## src/rtl/dsc_byp_h2c_fifo_if.sv

```systemverilog
// H2C descriptor-bypass bundle: byp_out descriptor stream from QDMA and the
// MM/ST byp_in streams back into it. master = loopback block, slave = QDMA side.
interface dsc_byp_h2c_fifo_if #(
    parameter int QID_W = 11
);
    logic [255:0]     h2c_byp_out_dsc;
    logic [2:0]       h2c_byp_out_fmt;
    logic             h2c_byp_out_st_mm;
    logic [1:0]       h2c_byp_out_dsc_sz;
    logic [QID_W-1:0] h2c_byp_out_qid;
    logic             h2c_byp_out_error;
    logic [7:0]       h2c_byp_out_func;
    logic [15:0]      h2c_byp_out_cidx;
    logic [2:0]       h2c_byp_out_port_id;
    logic             h2c_byp_out_vld;
    logic             h2c_byp_out_rdy;

    logic [63:0]      h2c_byp_in_mm_radr;
    logic [63:0]      h2c_byp_in_mm_wadr;
    logic [15:0]      h2c_byp_in_mm_len;
    logic             h2c_byp_in_mm_mrkr_req;
    logic             h2c_byp_in_mm_sdi;
    logic [QID_W-1:0] h2c_byp_in_mm_qid;
    logic             h2c_byp_in_mm_error;
    logic [7:0]       h2c_byp_in_mm_func;
    logic [15:0]      h2c_byp_in_mm_cidx;
    logic [2:0]       h2c_byp_in_mm_port_id;
    logic             h2c_byp_in_mm_no_dma;
    logic             h2c_byp_in_mm_vld;
    logic             h2c_byp_in_mm_rdy;

    logic [63:0]      h2c_byp_in_st_addr;
    logic [15:0]      h2c_byp_in_st_len;
    logic             h2c_byp_in_st_eop;
    logic             h2c_byp_in_st_sop;
    logic             h2c_byp_in_st_mrkr_req;
    logic             h2c_byp_in_st_sdi;
    logic [QID_W-1:0] h2c_byp_in_st_qid;
    logic             h2c_byp_in_st_error;
    logic [7:0]       h2c_byp_in_st_func;
    logic [15:0]      h2c_byp_in_st_cidx;
    logic [2:0]       h2c_byp_in_st_port_id;
    logic             h2c_byp_in_st_no_dma;
    logic             h2c_byp_in_st_vld;
    logic             h2c_byp_in_st_rdy;

    modport master (
        input  h2c_byp_out_dsc, h2c_byp_out_fmt, h2c_byp_out_st_mm, h2c_byp_out_dsc_sz,
               h2c_byp_out_qid, h2c_byp_out_error, h2c_byp_out_func, h2c_byp_out_cidx,
               h2c_byp_out_port_id, h2c_byp_out_vld,
        output h2c_byp_out_rdy,
        output h2c_byp_in_mm_radr, h2c_byp_in_mm_wadr, h2c_byp_in_mm_len, h2c_byp_in_mm_mrkr_req,
               h2c_byp_in_mm_sdi, h2c_byp_in_mm_qid, h2c_byp_in_mm_error, h2c_byp_in_mm_func,
               h2c_byp_in_mm_cidx, h2c_byp_in_mm_port_id, h2c_byp_in_mm_no_dma, h2c_byp_in_mm_vld,
        input  h2c_byp_in_mm_rdy,
        output h2c_byp_in_st_addr, h2c_byp_in_st_len, h2c_byp_in_st_eop, h2c_byp_in_st_sop,
               h2c_byp_in_st_mrkr_req, h2c_byp_in_st_sdi, h2c_byp_in_st_qid, h2c_byp_in_st_error,
               h2c_byp_in_st_func, h2c_byp_in_st_cidx, h2c_byp_in_st_port_id, h2c_byp_in_st_no_dma,
               h2c_byp_in_st_vld,
        input  h2c_byp_in_st_rdy
    );

    modport slave (
        output h2c_byp_out_dsc, h2c_byp_out_fmt, h2c_byp_out_st_mm, h2c_byp_out_dsc_sz,
               h2c_byp_out_qid, h2c_byp_out_error, h2c_byp_out_func, h2c_byp_out_cidx,
               h2c_byp_out_port_id, h2c_byp_out_vld,
        input  h2c_byp_out_rdy,
        input  h2c_byp_in_mm_radr, h2c_byp_in_mm_wadr, h2c_byp_in_mm_len, h2c_byp_in_mm_mrkr_req,
               h2c_byp_in_mm_sdi, h2c_byp_in_mm_qid, h2c_byp_in_mm_error, h2c_byp_in_mm_func,
               h2c_byp_in_mm_cidx, h2c_byp_in_mm_port_id, h2c_byp_in_mm_no_dma, h2c_byp_in_mm_vld,
        output h2c_byp_in_mm_rdy,
        input  h2c_byp_in_st_addr, h2c_byp_in_st_len, h2c_byp_in_st_eop, h2c_byp_in_st_sop,
               h2c_byp_in_st_mrkr_req, h2c_byp_in_st_sdi, h2c_byp_in_st_qid, h2c_byp_in_st_error,
               h2c_byp_in_st_func, h2c_byp_in_st_cidx, h2c_byp_in_st_port_id, h2c_byp_in_st_no_dma,
               h2c_byp_in_st_vld,
        output h2c_byp_in_st_rdy
    );
endinterface

```

## src/rtl/dsc_byp_h2c_fifo.sv

```systemverilog
// H2C descriptor-bypass loopback: decodes byp_out descriptors into per-path
// (MM/ST) first-word-fall-through FIFOs, injects/tracks markers, counts drops.
module dsc_byp_h2c_fifo #(
    parameter int FIFO_DEPTH = 4,
    parameter int QID_W      = 11,
    parameter int TMO_CYC    = 4096,
    parameter int CNT_W      = 16
) (
    input  logic               axi_aclk,
    input  logic               axi_aresetn,
    input  logic               h2c_dsc_bypass,
    input  logic               h2c_mm_marker_req,
    input  logic               h2c_st_marker_req,
    input  logic [QID_W-1:0]   marker_qid,
    output logic               h2c_mm_marker_rsp,
    output logic               h2c_mm_marker_busy,
    output logic               h2c_mm_marker_tmo,
    output logic               h2c_st_marker_rsp,
    output logic               h2c_st_marker_busy,
    output logic               h2c_st_marker_tmo,
    output logic [CNT_W-1:0]   drop_cnt,
    dsc_byp_h2c_fifo_if.master byp
);
    localparam int AW = $clog2(FIFO_DEPTH);
    localparam int TW = $clog2(TMO_CYC);

    typedef enum logic [1:0] {IDLE, PEND, WAIT} mst_e;

    // One entry layout serves both paths; addr is radr on MM, wadr unused on ST.
    typedef struct packed {
        logic [63:0]      addr;
        logic [63:0]      wadr;
        logic [15:0]      len;
        logic             sop;
        logic             eop;
        logic             mrkr_req;
        logic             sdi;
        logic [QID_W-1:0] qid;
        logic             error;
        logic [7:0]       func;
        logic [15:0]      cidx;
        logic [2:0]       port_id;
        logic             no_dma;
    } ent_t;

    function automatic ent_t decode(input logic st_mm, input logic [255:0] d);
        ent_t e;
        e = '0;
        if (st_mm) begin
            e.addr = d[63:0];
            e.wadr = d[191:128];
            e.len  = d[79:64];
            e.sdi  = d[94];
        end else begin
            e.addr = d[127:64];
            e.len  = d[47:32];
            e.sop  = d[48];
            e.eop  = d[49];
            e.sdi  = d[49];
        end
        return e;
    endfunction

    ent_t             mem_q [2][FIFO_DEPTH];
    logic [AW:0]      wptr_q [2];
    logic [AW:0]      rptr_q [2];
    mst_e             state_q [2];
    mst_e             state_d [2];
    logic [TW-1:0]    timer_q [2];
    logic [TW-1:0]    timer_d [2];
    logic [1:0]       rsp_q, rsp_d, tmo_q, tmo_d;
    logic [CNT_W-1:0] drop_q;

    ent_t       head [2];
    ent_t       push_ent [2];
    ent_t       in_ent, mrk_ent;
    logic [1:0] empty, full, pop, space, inj, push, rsp_hit, req;
    logic       is_rsp, tgt, acc, rdy, drop;

    assign req = {h2c_st_marker_req, h2c_mm_marker_req};

    // Path index 0 is MM, 1 is ST.
    always_comb begin
        in_ent          = decode(byp.h2c_byp_out_st_mm, byp.h2c_byp_out_dsc);
        in_ent.qid      = byp.h2c_byp_out_qid;
        in_ent.error    = byp.h2c_byp_out_error;
        in_ent.func     = byp.h2c_byp_out_func;
        in_ent.cidx     = byp.h2c_byp_out_cidx;
        in_ent.port_id  = byp.h2c_byp_out_port_id;
        mrk_ent          = '0;
        mrk_ent.mrkr_req = 1'b1;
        mrk_ent.no_dma   = 1'b1;
        mrk_ent.qid      = marker_qid;

        is_rsp = (byp.h2c_byp_out_fmt == 3'b001);
        tgt    = ~byp.h2c_byp_out_st_mm;
        pop[0] = 1'b0;
        pop[1] = 1'b0;
        for (int p = 0; p < 2; p++) begin
            empty[p] = (wptr_q[p] == rptr_q[p]);
            full[p]  = (wptr_q[p][AW] != rptr_q[p][AW]) &&
                       (wptr_q[p][AW-1:0] == rptr_q[p][AW-1:0]);
            head[p]  = empty[p] ? '0 : mem_q[p][rptr_q[p][AW-1:0]];
        end
        pop[0] = ~empty[0] & byp.h2c_byp_in_mm_rdy;
        pop[1] = ~empty[1] & byp.h2c_byp_in_st_rdy;
        for (int p = 0; p < 2; p++) begin
            space[p] = ~full[p] | pop[p];
            inj[p]   = (state_q[p] == PEND) & space[p];
        end

        // A path with a pending marker refuses input until the marker is in.
        rdy = 1'b0;
        if (!axi_aresetn)         rdy = 1'b0;
        else if (is_rsp)          rdy = 1'b1;
        else if (!h2c_dsc_bypass) rdy = 1'b1;
        else                      rdy = space[tgt] & (state_q[tgt] != PEND);

        acc  = byp.h2c_byp_out_vld & rdy;
        drop = acc & ~is_rsp & ~h2c_dsc_bypass;
        for (int p = 0; p < 2; p++) begin
            push[p]     = inj[p] | (acc & ~is_rsp & h2c_dsc_bypass & (tgt == p[0]));
            push_ent[p] = inj[p] ? mrk_ent : in_ent;
            rsp_hit[p]  = acc & is_rsp & (tgt == p[0]);
        end
    end

    always_ff @(posedge axi_aclk) begin
        for (int p = 0; p < 2; p++) begin
            if (push[p]) mem_q[p][wptr_q[p][AW-1:0]] <= push_ent[p];
        end
    end

    always_ff @(posedge axi_aclk or negedge axi_aresetn) begin
        if (!axi_aresetn) begin
            for (int p = 0; p < 2; p++) begin
                wptr_q[p] <= '0;
                rptr_q[p] <= '0;
            end
        end else begin
            for (int p = 0; p < 2; p++) begin
                if (push[p]) wptr_q[p] <= wptr_q[p] + 1'b1;
                if (pop[p])  rptr_q[p] <= rptr_q[p] + 1'b1;
            end
        end
    end

    // Marker FSMs: a response beats a timeout landing in the same cycle.
    always_comb begin
        rsp_d = '0;
        tmo_d = '0;
        for (int p = 0; p < 2; p++) begin
            state_d[p] = state_q[p];
            timer_d[p] = timer_q[p];
            case (state_q[p])
                IDLE: if (req[p]) state_d[p] = PEND;
                PEND: if (space[p]) begin
                    state_d[p] = WAIT;
                    timer_d[p] = '0;
                end
                WAIT: begin
                    if (rsp_hit[p]) begin
                        rsp_d[p]   = 1'b1;
                        state_d[p] = IDLE;
                    end else if (timer_q[p] == TW'(TMO_CYC - 1)) begin
                        tmo_d[p]   = 1'b1;
                        state_d[p] = IDLE;
                    end else begin
                        timer_d[p] = timer_q[p] + 1'b1;
                    end
                end
                default: state_d[p] = IDLE;
            endcase
        end
    end

    always_ff @(posedge axi_aclk or negedge axi_aresetn) begin
        if (!axi_aresetn) begin
            for (int p = 0; p < 2; p++) begin
                state_q[p] <= IDLE;
                timer_q[p] <= '0;
            end
            rsp_q  <= '0;
            tmo_q  <= '0;
            drop_q <= '0;
        end else begin
            for (int p = 0; p < 2; p++) begin
                state_q[p] <= state_d[p];
                timer_q[p] <= timer_d[p];
            end
            rsp_q <= rsp_d;
            tmo_q <= tmo_d;
            if (drop && (drop_q != '1)) drop_q <= drop_q + 1'b1;
        end
    end

    assign h2c_mm_marker_rsp  = rsp_q[0];
    assign h2c_st_marker_rsp  = rsp_q[1];
    assign h2c_mm_marker_tmo  = tmo_q[0];
    assign h2c_st_marker_tmo  = tmo_q[1];
    assign h2c_mm_marker_busy = (state_q[0] != IDLE);
    assign h2c_st_marker_busy = (state_q[1] != IDLE);
    assign drop_cnt           = drop_q;
    assign byp.h2c_byp_out_rdy = rdy;

    assign byp.h2c_byp_in_mm_vld      = ~empty[0];
    assign byp.h2c_byp_in_mm_radr     = head[0].addr;
    assign byp.h2c_byp_in_mm_wadr     = head[0].wadr;
    assign byp.h2c_byp_in_mm_len      = head[0].len;
    assign byp.h2c_byp_in_mm_mrkr_req = head[0].mrkr_req;
    assign byp.h2c_byp_in_mm_sdi      = head[0].sdi;
    assign byp.h2c_byp_in_mm_qid      = head[0].qid;
    assign byp.h2c_byp_in_mm_error    = head[0].error;
    assign byp.h2c_byp_in_mm_func     = head[0].func;
    assign byp.h2c_byp_in_mm_cidx     = head[0].cidx;
    assign byp.h2c_byp_in_mm_port_id  = head[0].port_id;
    assign byp.h2c_byp_in_mm_no_dma   = head[0].no_dma;

    assign byp.h2c_byp_in_st_vld      = ~empty[1];
    assign byp.h2c_byp_in_st_addr     = head[1].addr;
    assign byp.h2c_byp_in_st_len      = head[1].len;
    assign byp.h2c_byp_in_st_sop      = head[1].sop;
    assign byp.h2c_byp_in_st_eop      = head[1].eop;
    assign byp.h2c_byp_in_st_mrkr_req = head[1].mrkr_req;
    assign byp.h2c_byp_in_st_sdi      = head[1].sdi;
    assign byp.h2c_byp_in_st_qid      = head[1].qid;
    assign byp.h2c_byp_in_st_error    = head[1].error;
    assign byp.h2c_byp_in_st_func     = head[1].func;
    assign byp.h2c_byp_in_st_cidx     = head[1].cidx;
    assign byp.h2c_byp_in_st_port_id  = head[1].port_id;
    assign byp.h2c_byp_in_st_no_dma   = head[1].no_dma;

    logic unused_bits;
    assign unused_bits = ^{byp.h2c_byp_out_dsc, byp.h2c_byp_out_dsc_sz,
                           head[0].sop, head[0].eop, head[1].wadr};
endmodule

```

## src/flat_wrapper.sv

```systemverilog
// flat-port wrapper written by rule: the top's interface ports become plain ports
module dsc_byp_h2c_fifo_flat 
#(
    parameter int FIFO_DEPTH = 4,
    parameter int QID_W      = 11,
    parameter int TMO_CYC    = 4096,
    parameter int CNT_W      = 16
)
  (axi_aclk, axi_aresetn, h2c_dsc_bypass, h2c_mm_marker_req, h2c_st_marker_req, marker_qid, h2c_mm_marker_rsp, h2c_mm_marker_busy, h2c_mm_marker_tmo, h2c_st_marker_rsp, h2c_st_marker_busy, h2c_st_marker_tmo, drop_cnt, byp_h2c_byp_out_dsc, byp_h2c_byp_out_fmt, byp_h2c_byp_out_st_mm, byp_h2c_byp_out_dsc_sz, byp_h2c_byp_out_qid, byp_h2c_byp_out_error, byp_h2c_byp_out_func, byp_h2c_byp_out_cidx, byp_h2c_byp_out_port_id, byp_h2c_byp_out_vld, byp_h2c_byp_out_rdy, byp_h2c_byp_in_mm_radr, byp_h2c_byp_in_mm_wadr, byp_h2c_byp_in_mm_len, byp_h2c_byp_in_mm_mrkr_req, byp_h2c_byp_in_mm_sdi, byp_h2c_byp_in_mm_qid, byp_h2c_byp_in_mm_error, byp_h2c_byp_in_mm_func, byp_h2c_byp_in_mm_cidx, byp_h2c_byp_in_mm_port_id, byp_h2c_byp_in_mm_no_dma, byp_h2c_byp_in_mm_vld, byp_h2c_byp_in_mm_rdy, byp_h2c_byp_in_st_addr, byp_h2c_byp_in_st_len, byp_h2c_byp_in_st_eop, byp_h2c_byp_in_st_sop, byp_h2c_byp_in_st_mrkr_req, byp_h2c_byp_in_st_sdi, byp_h2c_byp_in_st_qid, byp_h2c_byp_in_st_error, byp_h2c_byp_in_st_func, byp_h2c_byp_in_st_cidx, byp_h2c_byp_in_st_port_id, byp_h2c_byp_in_st_no_dma, byp_h2c_byp_in_st_vld, byp_h2c_byp_in_st_rdy);
  dsc_byp_h2c_fifo_if #(.QID_W(QID_W)) byp_i ();
  input  logic axi_aclk;
  input  logic axi_aresetn;
  input  logic h2c_dsc_bypass;
  input  logic h2c_mm_marker_req;
  input  logic h2c_st_marker_req;
  input  logic [QID_W-1:0] marker_qid;
  output logic h2c_mm_marker_rsp;
  output logic h2c_mm_marker_busy;
  output logic h2c_mm_marker_tmo;
  output logic h2c_st_marker_rsp;
  output logic h2c_st_marker_busy;
  output logic h2c_st_marker_tmo;
  output logic [CNT_W-1:0] drop_cnt;
  input wire logic [$bits(byp_i.h2c_byp_out_dsc)-1:0] byp_h2c_byp_out_dsc;
  input wire logic [$bits(byp_i.h2c_byp_out_fmt)-1:0] byp_h2c_byp_out_fmt;
  input wire logic [$bits(byp_i.h2c_byp_out_st_mm)-1:0] byp_h2c_byp_out_st_mm;
  input wire logic [$bits(byp_i.h2c_byp_out_dsc_sz)-1:0] byp_h2c_byp_out_dsc_sz;
  input wire logic [$bits(byp_i.h2c_byp_out_qid)-1:0] byp_h2c_byp_out_qid;
  input wire logic [$bits(byp_i.h2c_byp_out_error)-1:0] byp_h2c_byp_out_error;
  input wire logic [$bits(byp_i.h2c_byp_out_func)-1:0] byp_h2c_byp_out_func;
  input wire logic [$bits(byp_i.h2c_byp_out_cidx)-1:0] byp_h2c_byp_out_cidx;
  input wire logic [$bits(byp_i.h2c_byp_out_port_id)-1:0] byp_h2c_byp_out_port_id;
  input wire logic [$bits(byp_i.h2c_byp_out_vld)-1:0] byp_h2c_byp_out_vld;
  output wire logic [$bits(byp_i.h2c_byp_out_rdy)-1:0] byp_h2c_byp_out_rdy;
  output wire logic [$bits(byp_i.h2c_byp_in_mm_radr)-1:0] byp_h2c_byp_in_mm_radr;
  output wire logic [$bits(byp_i.h2c_byp_in_mm_wadr)-1:0] byp_h2c_byp_in_mm_wadr;
  output wire logic [$bits(byp_i.h2c_byp_in_mm_len)-1:0] byp_h2c_byp_in_mm_len;
  output wire logic [$bits(byp_i.h2c_byp_in_mm_mrkr_req)-1:0] byp_h2c_byp_in_mm_mrkr_req;
  output wire logic [$bits(byp_i.h2c_byp_in_mm_sdi)-1:0] byp_h2c_byp_in_mm_sdi;
  output wire logic [$bits(byp_i.h2c_byp_in_mm_qid)-1:0] byp_h2c_byp_in_mm_qid;
  output wire logic [$bits(byp_i.h2c_byp_in_mm_error)-1:0] byp_h2c_byp_in_mm_error;
  output wire logic [$bits(byp_i.h2c_byp_in_mm_func)-1:0] byp_h2c_byp_in_mm_func;
  output wire logic [$bits(byp_i.h2c_byp_in_mm_cidx)-1:0] byp_h2c_byp_in_mm_cidx;
  output wire logic [$bits(byp_i.h2c_byp_in_mm_port_id)-1:0] byp_h2c_byp_in_mm_port_id;
  output wire logic [$bits(byp_i.h2c_byp_in_mm_no_dma)-1:0] byp_h2c_byp_in_mm_no_dma;
  output wire logic [$bits(byp_i.h2c_byp_in_mm_vld)-1:0] byp_h2c_byp_in_mm_vld;
  input wire logic [$bits(byp_i.h2c_byp_in_mm_rdy)-1:0] byp_h2c_byp_in_mm_rdy;
  output wire logic [$bits(byp_i.h2c_byp_in_st_addr)-1:0] byp_h2c_byp_in_st_addr;
  output wire logic [$bits(byp_i.h2c_byp_in_st_len)-1:0] byp_h2c_byp_in_st_len;
  output wire logic [$bits(byp_i.h2c_byp_in_st_eop)-1:0] byp_h2c_byp_in_st_eop;
  output wire logic [$bits(byp_i.h2c_byp_in_st_sop)-1:0] byp_h2c_byp_in_st_sop;
  output wire logic [$bits(byp_i.h2c_byp_in_st_mrkr_req)-1:0] byp_h2c_byp_in_st_mrkr_req;
  output wire logic [$bits(byp_i.h2c_byp_in_st_sdi)-1:0] byp_h2c_byp_in_st_sdi;
  output wire logic [$bits(byp_i.h2c_byp_in_st_qid)-1:0] byp_h2c_byp_in_st_qid;
  output wire logic [$bits(byp_i.h2c_byp_in_st_error)-1:0] byp_h2c_byp_in_st_error;
  output wire logic [$bits(byp_i.h2c_byp_in_st_func)-1:0] byp_h2c_byp_in_st_func;
  output wire logic [$bits(byp_i.h2c_byp_in_st_cidx)-1:0] byp_h2c_byp_in_st_cidx;
  output wire logic [$bits(byp_i.h2c_byp_in_st_port_id)-1:0] byp_h2c_byp_in_st_port_id;
  output wire logic [$bits(byp_i.h2c_byp_in_st_no_dma)-1:0] byp_h2c_byp_in_st_no_dma;
  output wire logic [$bits(byp_i.h2c_byp_in_st_vld)-1:0] byp_h2c_byp_in_st_vld;
  input wire logic [$bits(byp_i.h2c_byp_in_st_rdy)-1:0] byp_h2c_byp_in_st_rdy;
  assign byp_i.h2c_byp_out_dsc = byp_h2c_byp_out_dsc;
  assign byp_i.h2c_byp_out_fmt = byp_h2c_byp_out_fmt;
  assign byp_i.h2c_byp_out_st_mm = byp_h2c_byp_out_st_mm;
  assign byp_i.h2c_byp_out_dsc_sz = byp_h2c_byp_out_dsc_sz;
  assign byp_i.h2c_byp_out_qid = byp_h2c_byp_out_qid;
  assign byp_i.h2c_byp_out_error = byp_h2c_byp_out_error;
  assign byp_i.h2c_byp_out_func = byp_h2c_byp_out_func;
  assign byp_i.h2c_byp_out_cidx = byp_h2c_byp_out_cidx;
  assign byp_i.h2c_byp_out_port_id = byp_h2c_byp_out_port_id;
  assign byp_i.h2c_byp_out_vld = byp_h2c_byp_out_vld;
  assign byp_h2c_byp_out_rdy = byp_i.h2c_byp_out_rdy;
  assign byp_h2c_byp_in_mm_radr = byp_i.h2c_byp_in_mm_radr;
  assign byp_h2c_byp_in_mm_wadr = byp_i.h2c_byp_in_mm_wadr;
  assign byp_h2c_byp_in_mm_len = byp_i.h2c_byp_in_mm_len;
  assign byp_h2c_byp_in_mm_mrkr_req = byp_i.h2c_byp_in_mm_mrkr_req;
  assign byp_h2c_byp_in_mm_sdi = byp_i.h2c_byp_in_mm_sdi;
  assign byp_h2c_byp_in_mm_qid = byp_i.h2c_byp_in_mm_qid;
  assign byp_h2c_byp_in_mm_error = byp_i.h2c_byp_in_mm_error;
  assign byp_h2c_byp_in_mm_func = byp_i.h2c_byp_in_mm_func;
  assign byp_h2c_byp_in_mm_cidx = byp_i.h2c_byp_in_mm_cidx;
  assign byp_h2c_byp_in_mm_port_id = byp_i.h2c_byp_in_mm_port_id;
  assign byp_h2c_byp_in_mm_no_dma = byp_i.h2c_byp_in_mm_no_dma;
  assign byp_h2c_byp_in_mm_vld = byp_i.h2c_byp_in_mm_vld;
  assign byp_i.h2c_byp_in_mm_rdy = byp_h2c_byp_in_mm_rdy;
  assign byp_h2c_byp_in_st_addr = byp_i.h2c_byp_in_st_addr;
  assign byp_h2c_byp_in_st_len = byp_i.h2c_byp_in_st_len;
  assign byp_h2c_byp_in_st_eop = byp_i.h2c_byp_in_st_eop;
  assign byp_h2c_byp_in_st_sop = byp_i.h2c_byp_in_st_sop;
  assign byp_h2c_byp_in_st_mrkr_req = byp_i.h2c_byp_in_st_mrkr_req;
  assign byp_h2c_byp_in_st_sdi = byp_i.h2c_byp_in_st_sdi;
  assign byp_h2c_byp_in_st_qid = byp_i.h2c_byp_in_st_qid;
  assign byp_h2c_byp_in_st_error = byp_i.h2c_byp_in_st_error;
  assign byp_h2c_byp_in_st_func = byp_i.h2c_byp_in_st_func;
  assign byp_h2c_byp_in_st_cidx = byp_i.h2c_byp_in_st_cidx;
  assign byp_h2c_byp_in_st_port_id = byp_i.h2c_byp_in_st_port_id;
  assign byp_h2c_byp_in_st_no_dma = byp_i.h2c_byp_in_st_no_dma;
  assign byp_h2c_byp_in_st_vld = byp_i.h2c_byp_in_st_vld;
  assign byp_i.h2c_byp_in_st_rdy = byp_h2c_byp_in_st_rdy;
  dsc_byp_h2c_fifo #(.FIFO_DEPTH(FIFO_DEPTH), .QID_W(QID_W), .TMO_CYC(TMO_CYC), .CNT_W(CNT_W)) u_core (.axi_aclk(axi_aclk), .axi_aresetn(axi_aresetn), .h2c_dsc_bypass(h2c_dsc_bypass), .h2c_mm_marker_req(h2c_mm_marker_req), .h2c_st_marker_req(h2c_st_marker_req), .marker_qid(marker_qid), .h2c_mm_marker_rsp(h2c_mm_marker_rsp), .h2c_mm_marker_busy(h2c_mm_marker_busy), .h2c_mm_marker_tmo(h2c_mm_marker_tmo), .h2c_st_marker_rsp(h2c_st_marker_rsp), .h2c_st_marker_busy(h2c_st_marker_busy), .h2c_st_marker_tmo(h2c_st_marker_tmo), .drop_cnt(drop_cnt), .byp(byp_i));
endmodule
```

## config.mk

```make
export PLATFORM = sky130hd
export DESIGN_NAME = dsc_byp_h2c_fifo_flat
export DESIGN_NICKNAME = d
export VERILOG_FILES = /design/src/rtl/dsc_byp_h2c_fifo_if.sv /design/src/rtl/dsc_byp_h2c_fifo.sv /design/src/flat_wrapper.sv
export SDC_FILE = /design/constraint.sdc
export NUM_CORES = 2
export LEC_CHECK = 0
export BUFFER_PORTS_ARGS = -buffer_cell sky130_fd_sc_hd__clkbuf_2
export CAP_MARGIN = 20
export CORE_UTILIZATION = 62
export DETAILED_ROUTE_END_ITERATION = 6
export PLACE_DENSITY = 0.84
export SLEW_MARGIN = 20
export SYNTH_ARGS = -nofsm -noshare
export SYNTH_HDL_FRONTEND = slang
export SYNTH_SLANG_ARGS = --single-unit
```

## constraint.sdc

```tcl
create_clock -name axi_aclk -period 17.5 [get_ports axi_aclk]
set_input_delay 4.375 -clock axi_aclk [delete_from_list [all_inputs] [get_ports axi_aclk]]
set_output_delay 4.375 -clock axi_aclk [all_outputs]
set_load 0.01 [all_outputs]
```

==> impl_metrics.toml <==
[run_status]
status = "complete, no violations"

[cts]
cts_resized = 0
cts_made_buffers = 121
h-tree-depth = 3
insertion_delay_ns = 0.72
cts_num_sinks = 1292
clockBufferDepth = 3
clk_pin_slew_ns = 0.06
cts_hold_buf = 0
cts_tree = "yes"
post_cts_buffers = 0
cts-root-buf = "clkbuf_16"

[logic_synthesis]
yosysMostFrequentCell = "edfxtp_1"
yosysTopAreaCellShare_pct = 70.7
synth_warnings = 0
synthSimpleGateAreaFrac_pct = 7.99
yosysUniqueCellTypes = 58
ys_ff_latch = 1292
async_flop_share_pct = 4.64
synth_nets = 3052
yosysSeqAreaShare_pct = 73.5
ys_top_cells_by_count = "edfxtp_1 (1232), and2_1 (375), mux4_2 (308), nor2_1 (177), mux2i_1 (83)"
synthCells = 2719
synthFlopType = "edfxtp_1"
synth_edf_count = 1232
synthMuxAreaShare_pct = 15.5
synth_area_leaders = "edfxtp_1 (71%), mux4_2 (13%), and2_1 (4.5%)"
synth-adder-area-share_pct = 0.311
synth_area_leader_cell = "edfxtp_1"
avgSynthCellArea_um2 = 19.3
syn_area_um2 = 52300
synth_compound_area_share_pct = 0.693
synth_top_family_by_area = "multiplexers"
synthXorXnorAreaFrac_pct = 0.485

[placed_design]
place_ws_ns = 7.43
dp.cells = 4274
dp_hpwl_um = 73700
globalplace.congestion = 0.841
portBuffers = 588

[sta]
tns_ns = 0
maxSlewViolCount = 0
fmax_mhz = 99.0
maxSlewHeadroom_pct = 22.8
setup_ws_ns = 7.40
finClkSkew_ns = 0.0399
hold_slack_ns = 0.491
worstMarginPinSlew_ns = 1.16
min_period_over_period_pct = 57.7
setup_viol = 0
period_needed_ns = 10.10
hold_viol = 0
rsz0062_at_grt = "no"

[final_layout]
final-seq-area_um2 = 38500
fillers = 4847
nets = 3651
area_delta_synth_final_pct = 15.2
multiInputGateArea_um2 = 13200
layout-drive-gt1-share_pct = 34.1
instances_no_fill = 4508

[power]
pwr_density_cell_nw_per_um2 = 178
ir_drop_v = 0.000207
power.leakage_nw = 21.2

[grt]
track_usage_pct = 29.3
grt_max_degree = 133
grt_overflow = 0
grt_pass1_vias = 29698
grt_pass1_wl_um = 184000
antenna_found_initial = 12

[routing]
drc = 0
detail_route.wl_per_cell_um = 27.9
dr.pass1.iters = 5
detail_route.iter0.violations = 2816
finalWirelength_um = 126000
vias_per_cell = 6.30
via_count = 28386
postRouteAntennaNets = 0

[die]
io_pins = 655
die-area_um2 = 85600
num_rows = 106
initial_utilization_pct = 62.6
die_x_um = 293
coreArea_um2 = 83600
die_h_um = 293

[critical_path]
critPathArrivalTime_ns = 5.72
crit_path_start_kind = "input port"
startpoint = "byp_h2c_byp_in_mm_rdy"
critPathMaxFanout = 8
r2r_start = "u_core.rptr_q[4]"
path_class = "input port to primary output"
critPathRequiredTime_ns = 13.12
end_kind = "primary output"

[run]
cap_violations = 0

[min_path]
hp-start = "u_core.wptr_q[2]"
hp-class = "register to register"
final timing paths:
check / endpoint / slack [ns] / depth (start not counted)
setup / recovery: byp_h2c_byp_out_rdy / 7.40 / 6
hold reg to reg: u_core.wptr_q[2] / 0.49 / 1
hold / removal: u_core.wptr_q[2] / 0.49 / 1
min in group asynchronous: u_core.rsp_q[1] / 3.86 / 2
max in group asynchronous: u_core.rptr_q[4] / 12.97 / 2
setup reg to reg: u_core.mem_q[0][486] / 13.47 / 5
placed cells by master (no fill, tap or decap), types with 16 or more instances in the layout:
cell type	count
nor2b_1	63
clkbuf_2	587
edfxtp_1	1232
a21oi_1	17
mux2i_1	83
dfrtp_1	56
mux2_2	30
inv_1	19
nand2_1	16
clkbuf_16	122
nor2_1	177
clkbuf_1	34
clkinv_1	25
mux4_2	308
clkinv_2	23
and2_1	375
buf_4	38
through the flow:
| step | cell area [um^2] | utilization [%] | power [mW] |
|---|---|---|---|
| final | 60300 | 72.1 | 10.8 |
| after global routing | 60300 | 72.1 | 11.2 |
| after CTS | 60200 | 72.1 | 10.8 |
| after detailed placement | 56400 | 67.5 | 8.25 |
| after global placement | 56400 | 67.5 | 8.13 |
| after floorplan | 52300 | - | 6.69 |
worst max-delay path: stages:
cell	delay [ns]
clkbuf_2	0.11
inv_1	0.10
nand4_1	0.34
and3_1	0.34
o41a_1	0.32
clkbuf_2	0.14
power by group:
group,total [mW],switching (mW),internal (mW)
Sequential,4.21,0.183,4.03
Clock,2.55,1.11,1.44
Combinational,3.99,2.36,1.63
Total,10.8,3.66,7.10
area by class of cell:
class / instances / share of cell area (%)
Antenna cell: 8 / 0.0332
Clock buffer: 161 / 5.39
Clock inverter: 64 / 1.00
Inverter: 19 / 0.118
Multi-Input combinational cell: 1254 / 21.8
Sequential cell: 1292 / 63.9
Tap cell: 1080 / 2.24
Timing Repair Buffer: 630 / 5.48
flip-flops by register name, indices dropped and copies added, names as in the netlist:
name and flops:
u_core.wptr_q 6, u_core.timer_q 24, u_core.drop_cnt 16, u_core.state_q 4
u_core.tmo_q 2, u_core.rptr_q 6, u_core.mem_q 1232, u_core.rsp_q 2
cells by family after synthesis:
logic type	count (synthesis)
adder cells (fa/ha/maj)	13
flip-flops	1292
XOR/XNOR	29
buffers and inverters	173
multiplexers	422
AND/OR/NAND/NOR	737
AO/OA/AOI/OAI	53
routing by layer:
layer | wire length [um] | vias to the layer above | part of all wire (%) | global-route usage, %
met5 | 33 | - | 0.026 | 0
met4 | 5040 | 4 | 4.0 | 13.2
met1 | 46800 | 14687 | 37 | 38.3
met2 | 63300 | 1535 | 50 | 48.4
met3 | 10500 | 261 | 8.4 | 5.55
li1 | - | 11899 | - | -
No activity file was read; power rests on OpenSTA's default activity.
